File: src/rtl/line_mem_arbiter_pkg.sv
// Shared types and constants for the I/D line-memory arbiter.
package line_mem_arbiter_pkg;

    typedef enum logic [1:0] {
        IDLE    = 2'd0,
        SERVE_I = 2'd1,
        SERVE_D = 2'd2,
        DONE    = 2'd3
    } arb_state_t;

    typedef enum logic {
        CLIENT_I = 1'b0,
        CLIENT_D = 1'b1
    } arb_client_t;

    localparam int LINE_OFFSET = 5;

endpackage

File: src/rtl/line_mem_arbiter.sv
// Arbitrates I-cache and D-cache line misses onto one physical-memory line port.
// Optional ARB_ROUND_ROBIN_EN replaces fixed D-over-I priority with alternation.
module line_mem_arbiter
    import line_mem_arbiter_pkg::*;
#(
    parameter int ADDR_W = 32,
    parameter int LINE_W = 256
) (
    input  logic              clk,
    input  logic              reset,
    input  logic              i_read,
    input  logic [ADDR_W-1:0] i_address,
    output logic [LINE_W-1:0] i_rdata,
    output logic              i_resp,
    input  logic              d_read,
    input  logic              d_write,
    input  logic [ADDR_W-1:0] d_address,
    input  logic [LINE_W-1:0] d_wdata,
    output logic [LINE_W-1:0] d_rdata,
    output logic              d_resp,
    output logic              pmem_read,
    output logic              pmem_write,
    output logic [ADDR_W-1:0] pmem_address,
    output logic [LINE_W-1:0] pmem_wdata,
    input  logic [LINE_W-1:0] pmem_rdata,
    input  logic              pmem_resp,
    output arb_state_t        dbg_state
);

    localparam logic [ADDR_W-1:0] ADDR_MASK =
        {{(ADDR_W-LINE_OFFSET){1'b1}}, {LINE_OFFSET{1'b0}}};

    // Handshake: a client holds read/write high until its one-cycle resp pulse and
    // drops it in the following (DONE) cycle; memory strobes likewise hold until pmem_resp.

    arb_state_t          state;
    logic [ADDR_W-1:0]   lat_addr;
    logic [LINE_W-1:0]   lat_wdata;
    logic                lat_write;
    logic                i_pend;
    logic                d_pend;
    arb_client_t         winner;
`ifdef ARB_ROUND_ROBIN_EN
    arb_client_t         last_grant;
`endif

    assign i_pend = i_read;
    assign d_pend = d_read | d_write;

    always_comb begin
        winner = CLIENT_I;
`ifdef ARB_ROUND_ROBIN_EN
        if (i_pend && d_pend)
            winner = (last_grant == CLIENT_I) ? CLIENT_D : CLIENT_I;
        else if (d_pend)
            winner = CLIENT_D;
`else
        if (d_pend)
            winner = CLIENT_D;
`endif
    end

    always_ff @(posedge clk or posedge reset) begin
        if (reset) begin
            state     <= IDLE;
            lat_addr  <= '0;
            lat_wdata <= '0;
            lat_write <= 1'b0;
`ifdef ARB_ROUND_ROBIN_EN
            last_grant <= CLIENT_I;
`endif
        end else begin
            case (state)
                IDLE: begin
                    if (i_pend || d_pend) begin
`ifdef ARB_ROUND_ROBIN_EN
                        last_grant <= winner;
`endif
                        if (winner == CLIENT_D) begin
                            state     <= SERVE_D;
                            lat_addr  <= d_address & ADDR_MASK;
                            lat_wdata <= d_wdata;
                            lat_write <= d_write;
                        end else begin
                            state     <= SERVE_I;
                            lat_addr  <= i_address & ADDR_MASK;
                            lat_write <= 1'b0;
                        end
                    end
                end
                SERVE_I, SERVE_D: begin
                    if (pmem_resp)
                        state <= DONE;
                end
                // Dead cycle lets the client drop its request before re-arbitration.
                DONE:    state <= IDLE;
                default: state <= IDLE;
            endcase
        end
    end

    // Strobes decode registered state only, so reset clears them immediately.
    assign pmem_read    = (state == SERVE_I) || ((state == SERVE_D) && !lat_write);
    assign pmem_write   = (state == SERVE_D) && lat_write;
    assign pmem_address = lat_addr;
    assign pmem_wdata   = lat_wdata;

    assign i_resp  = (state == SERVE_I) && pmem_resp;
    assign d_resp  = (state == SERVE_D) && pmem_resp;
    assign i_rdata = pmem_rdata;
    assign d_rdata = pmem_rdata;

    assign dbg_state = state;

endmodule
File: config.mk
export PLATFORM = sky130hd
export DESIGN_NAME = line_mem_arbiter
export DESIGN_NICKNAME = d
export VERILOG_FILES = /design/src/rtl/line_mem_arbiter_pkg.sv /design/src/rtl/line_mem_arbiter.sv
export SDC_FILE = /design/constraint.sdc
export NUM_CORES = 1
export LEC_CHECK = 0
export CORE_AREA = 3 3 538 540
export DETAILED_ROUTE_END_ITERATION = 16
export DIE_AREA = 0 0 541 543
export PLACE_DENSITY = 0.3
export SLEW_MARGIN = 25
export SYNTH_ARGS = -nofsm -noshare
export SYNTH_HDL_FRONTEND = slang
export SYNTH_SLANG_ARGS = --single-unit
export TNS_END_PERCENT = 5
File: constraint.sdc
create_clock -name clk -period 11.45 [get_ports clk]
set_clock_uncertainty 0.05 [all_clocks]
set_input_delay 2.29 -clock clk [delete_from_list [all_inputs] [get_ports clk]]
set_output_delay 2.29 -clock clk [all_outputs]
set_load 0.05 [all_outputs]
# Word-level counts from Yosys, hierarchy flattened
# Cells that the tools add are included.
[op_classes] mux=7 eq_ne=5 bitwise_logic=1 n_reduce_logical=12
[ops] cell="2-to-1 mux 32 bit" n=1
[ops] cell="2-to-1 mux 2 bit" n=3
[ops] cell="one-hot mux 2 bit (3 select lines)" n=1
[ops] cell="equality test 2 bit (second input constant)" n=2
[ops] cell="logical AND 1 bit" n=4
[ops] cell="inequality test 2 bit (second input constant)" n=2
[ops] cell="AND reduction 2 bit" n=2
[ops] cell="AND reduction 3 bit" n=1
[ops] cell="equality test 2 x 1 -> 1 bit (second input constant)" n=1
[ops] cell="zero test 2 bit" n=1
[ops] cell="logical OR 1 bit" n=2
[ops] cell="2-to-1 mux 1 bit" n=2
[ops] cell="OR reduction 2 bit" n=1
[ops] cell="zero test 1 bit" n=1
[ops] cell="OR 1 bit" n=1
[word_totals] register_bits=291 word_cells=29 out_inout_bits=806 in_bits=582

# Longest topological paths before layout
[depth] word_depth=5 depth_mapped=6 depth_no_buf=5

# Least setup slack after synthesis
# No wires, ideal clock.
[synth_timing] path_type="input-to-output" start="input pmem_resp" end="output d_resp" cell_stages=1 n_path_buf=0 slack_ns=6.408 required_ns=9.110 arrival_time_ns=2.702 path_cell_list="and2_1"
[synth_between] elab_chain_len=1
[synth_lines] item="start: declaration" line="line_mem_arbiter.sv:26" source="input logic pmem_resp,"
[synth_lines] item="logical AND 1 bit" line="line_mem_arbiter.sv:109" source="assign d_resp = (state == SERVE_D) && pmem_resp;"
[synth_lines] item="end: declaration" line="line_mem_arbiter.sv:20" source="output logic d_resp,"
# Every way passes these cells.

# Worst setup path after layout
# Same ends and word-level chain as after synthesis.

==> impl_metrics.json <==
{
  "status": "finished clean",
  "class_of_the_tightest_hold_or_removal_check": "reg2reg",
  "grt.met3_usage_pct": 7.711,
  "fp.dieW_um": 541,
  "pre_cts_ws_ns": 5.331,
  "critical_path.startpoint_type": "primary input",
  "wire_per_inst_um": 25.09,
  "ys_ff_latch": 286,
  "place_hpwl_um": 111600,
  "final-instance-count-excl-fill": 5143,
  "setup_viol_count_final": 0,
  "fp.dieH_um": 543,
  "global_route_wire_length_before_repair_um": 152300,
  "timing.critical_path.max_delay_family": "buffers and inverters",
  "design_internal_power_mw": 3.710,
  "clkTransAtPathRegs_ns": 0.07,
  "fp.dieArea_sq_um": 293800,
  "groute.layer.met2.usage_pct": 11.90,
  "area_delta_synth_final_pct": 55.19,
  "slew_headroom_pct": 27.99,
  "postSynthCellCount": 1201,
  "synth.mux.area_fraction_pct": 21.29,
  "worstMarginPinSlew_ns": 1.077,
  "share_seq_of_total_power_pct": 22.8,
  "crit_type": "in2out",
  "crit_arrival_ns": 3.78,
  "track_usage_pct": 8.426,
  "fillers": 32968,
  "cts_setup_buffers": 0,
  "critical_path.slowest_cell": "sky130_fd_sc_hd__clkdlybuf4s50_1",
  "report.final.hold_viol_count": 0,
  "average_instance_area_after_synthesis_sq_um": 12.45,
  "synth_top_family_by_area": "buffers and inverters",
  "critPathCaptureType": "output port",
  "netlist.top_cell.by_area": "sky130_fd_sc_hd__dfrtp_1",
  "power.share.combinational_pct": 58.9,
  "timing.max_cap.violations": 0,
  "layout-drive-gt1-share_pct": 7.498,
  "route.detailed.vias_per_inst": 1.873,
  "worstPathBufferInverterCount": 2,
  "routabilityCongestion": 0.7029,
  "grt_pass1_vias": 10054,
  "detail-route-antenna-nets": 0,
  "cts.path.max_buffers": 3,
  "arithmetic_cell_share_of_the_synthesized_area_counting_full_adders_half_adders_and_majority_gates_pct": 0.3346,
  "routed_wl_um": 129000,
  "cts_made_buffers": 45,
  "maximum_number_of_pins_on_one_net_before_global_route_repair": 119,
  "yosys-top-cells-area": "sky130_fd_sc_hd__dfrtp_1 (48%), sky130_fd_sc_hd__buf_4 (26%), sky130_fd_sc_hd__mux2_1 (19%)",
  "maxClockFrequency_mhz": 163.4,
  "post_cts_resized": 0,
  "grt_antenna_before_repair": 103,
  "setup_slack_ns": 5.331,
  "total_leakage_power_nw": 7.950,
  "worstPathCellList": "clkdlybuf4s50_1 -> and2_1 -> clkdlybuf4s50_1",
  "floorplan.initialDensity_pct": 5.249,
  "p_per_area_nw_per_um2": 342.1,
  "max_stage_delay_ns": 0.82,
  "htree_levels": 2,
  "post_cts_hold_buffer_count": 0,
  "drtPass1Iterations": 4,
  "vdd_drop_max_mv": 0.1019,
  "dp.cells": 5026,
  "part_of_the_cycle_the_worst_path_needs_pct": 53.45,
  "cts_root_buf": "sky130_fd_sc_hd__clkbuf_16",
  "placement.io_buffers": 604,
  "design.final.nets": 1898,
  "p_switching_mw": 4.231,
  "count_of_different_cell_masters_after_synthesis": 22,
  "drc_errors": 0,
  "detailroute.via_count": 9631,
  "leading_cell_type_in_the_layout_fill_and_taps_excluded": "sky130_fd_sc_hd__clkdlybuf4s50_1",
  "post-route-util_pct": 8.146,
  "ys_seq_area_share_pct": 47.85,
  "grt_most_used_layer": "met2",
  "core_area_sq_um": 285000,
  "power_switching_share_pct": 53.28,
  "cts_sinks": 286,
  "post-synth-top-area-fraction_pct": 47.85,
  "required_ns": 9.11,
  "cts_tree": "built",
  "yosys_warnings": 0,
  "most-common-layout-cells": "sky130_fd_sc_hd__clkdlybuf4s50_1 (598), sky130_fd_sc_hd__dfrtp_1 (286), sky130_fd_sc_hd__mux2_1 (246)",
  "yosys.area_share.simple_pct": 0.9285,
  "placement_rows": 196,
  "layout_min_cycle_time_ns": 6.119,
  "worstPathMaxFanout": 3,
  "timing.critical_path.mode_cell": "sky130_fd_sc_hd__clkdlybuf4s50_1",
  "floorplan.io_pins": 1388,
  "synth_compound_area_share_pct": 1.255,
  "accumulated_negative_setup_slack_ns": 0,
  "overflow": 0,
  "drt_iter0_drc": 366,
  "post_synthesis_share_of_cell_area_spent_on_xor_and_xnor_gates_pct": 0,
  "unrepaired_setup_endpoints_after_global_routing": "false",
  "syn_area_sq_um": 14960,
  "timing_max_transition_violations_final": 0,
  "clock_latency_ns": 0.67,
  "power.share.clock_pct": 18.3,
  "grt.met1_usage_pct": 8.253
}
[cell families (layout without fill, tap and decap cells)]
group / Yosys count / count (layout)
AO/OA/AOI/OAI: 33 / 33
adder cells (fa/ha/maj): 4 / 4
other: 1 / 39
AND/OR/NAND/NOR: 34 / 34
flip-flops: 286 / 286
buffers and inverters: 557 / 699
multiplexers: 286 / 286
[cell usage after synthesis (all sizes together)]
library cell	number
a22o	1
a21o	1
buf	551
inv	4
mux2	257
conb	1
o21ai	28
ha	4
nor2b	1
nor3	1
clkbuf	2
a21oi	2
nor2	2
and2	3
o31ai	1
dfrtp	286
nand2	27
mux2i	29
[state kept, by name, indices dropped and copies added, names as in the netlist]
register / cells
dbg_state: 2
lat_write: 1
pmem_address: 27
pmem_wdata: 256
[through the flow]
stage | total power [mW] | hold slack [ns] | instance area [sq um]
after floorplan | 4.840 | 0.4276 | 14970
after global routing | 8.471 | 0.4476 | 23140
after detailed placement | 6.666 | 0.4208 | 21610
after CTS | 8.224 | 0.4384 | 23100
after global placement | 6.659 | 0.4232 | 21620
final | 7.941 | 0.4316 | 23210
[worst register-to-register path: stages (launching register included)]
cell,delay (ns)
sky130_fd_sc_hd__dfrtp_1,0.39
sky130_fd_sc_hd__inv_1,0.11
sky130_fd_sc_hd__ha_1,0.31
sky130_fd_sc_hd__o21ai_4,0.11
sky130_fd_sc_hd__buf_12,0.43
sky130_fd_sc_hd__buf_4,0.93
sky130_fd_sc_hd__mux2_1,0.48
[per-layer routing]
metal,up-vias,wire (um)
met5,-,174
met4,6,7512
met3,423,26200
met2,1069,51500
met1,4414,43670
li1,3719,-
[worst paths after layout]
kind,start,end,slack [ns],cells after the start
setup / recovery,pmem_resp,d_resp,5.33,3
hold / removal,pmem_address[10]$_DFFE_PP0P_,pmem_address[10]$_DFFE_PP0P_,0.43,2
setup reg to reg,dbg_state[0]$_DFFE_PP0P_,pmem_wdata[18]$_DFFE_PP0P_,8.48,6
hold reg to reg,pmem_address[10]$_DFFE_PP0P_,pmem_address[10]$_DFFE_PP0P_,0.43,2
max in group asynchronous,reset,pmem_wdata[229]$_DFFE_PP0P_,8.14,3
min in group asynchronous,reset,pmem_wdata[242]$_DFFE_PP0P_,1.98,2
[final cells by class]
| class | count | area (sq um) | share of cell area, % |
|---|---|---|---|
| clock buffers | 67 | 1320 | 5.686 |
| clock inverters | 15 | 171.4 | 0.7384 |
| diodes | 34 | 85.08 | 0.3665 |
| flip-flops and latches | 286 | 7157 | 30.83 |
| inverters | 4 | 22.52 | 0.09702 |
| multi-input cells | 362 | 3602 | 15.52 |
| repair buffers | 613 | 6148 | 26.49 |
| well taps | 3762 | 4707 | 20.28 |
[power by group through the flow]
stage	logic (mW)	clock network [mW]	registers [mW]
after floorplan	1.23	0	3.60
after global placement	4.84	0	1.82
after detailed placement	4.83	0	1.84
after CTS	4.84	1.56	1.82
after global routing	5.01	1.58	1.89
final	4.68	1.45	1.81
Power figures use the tool's default switching activity.
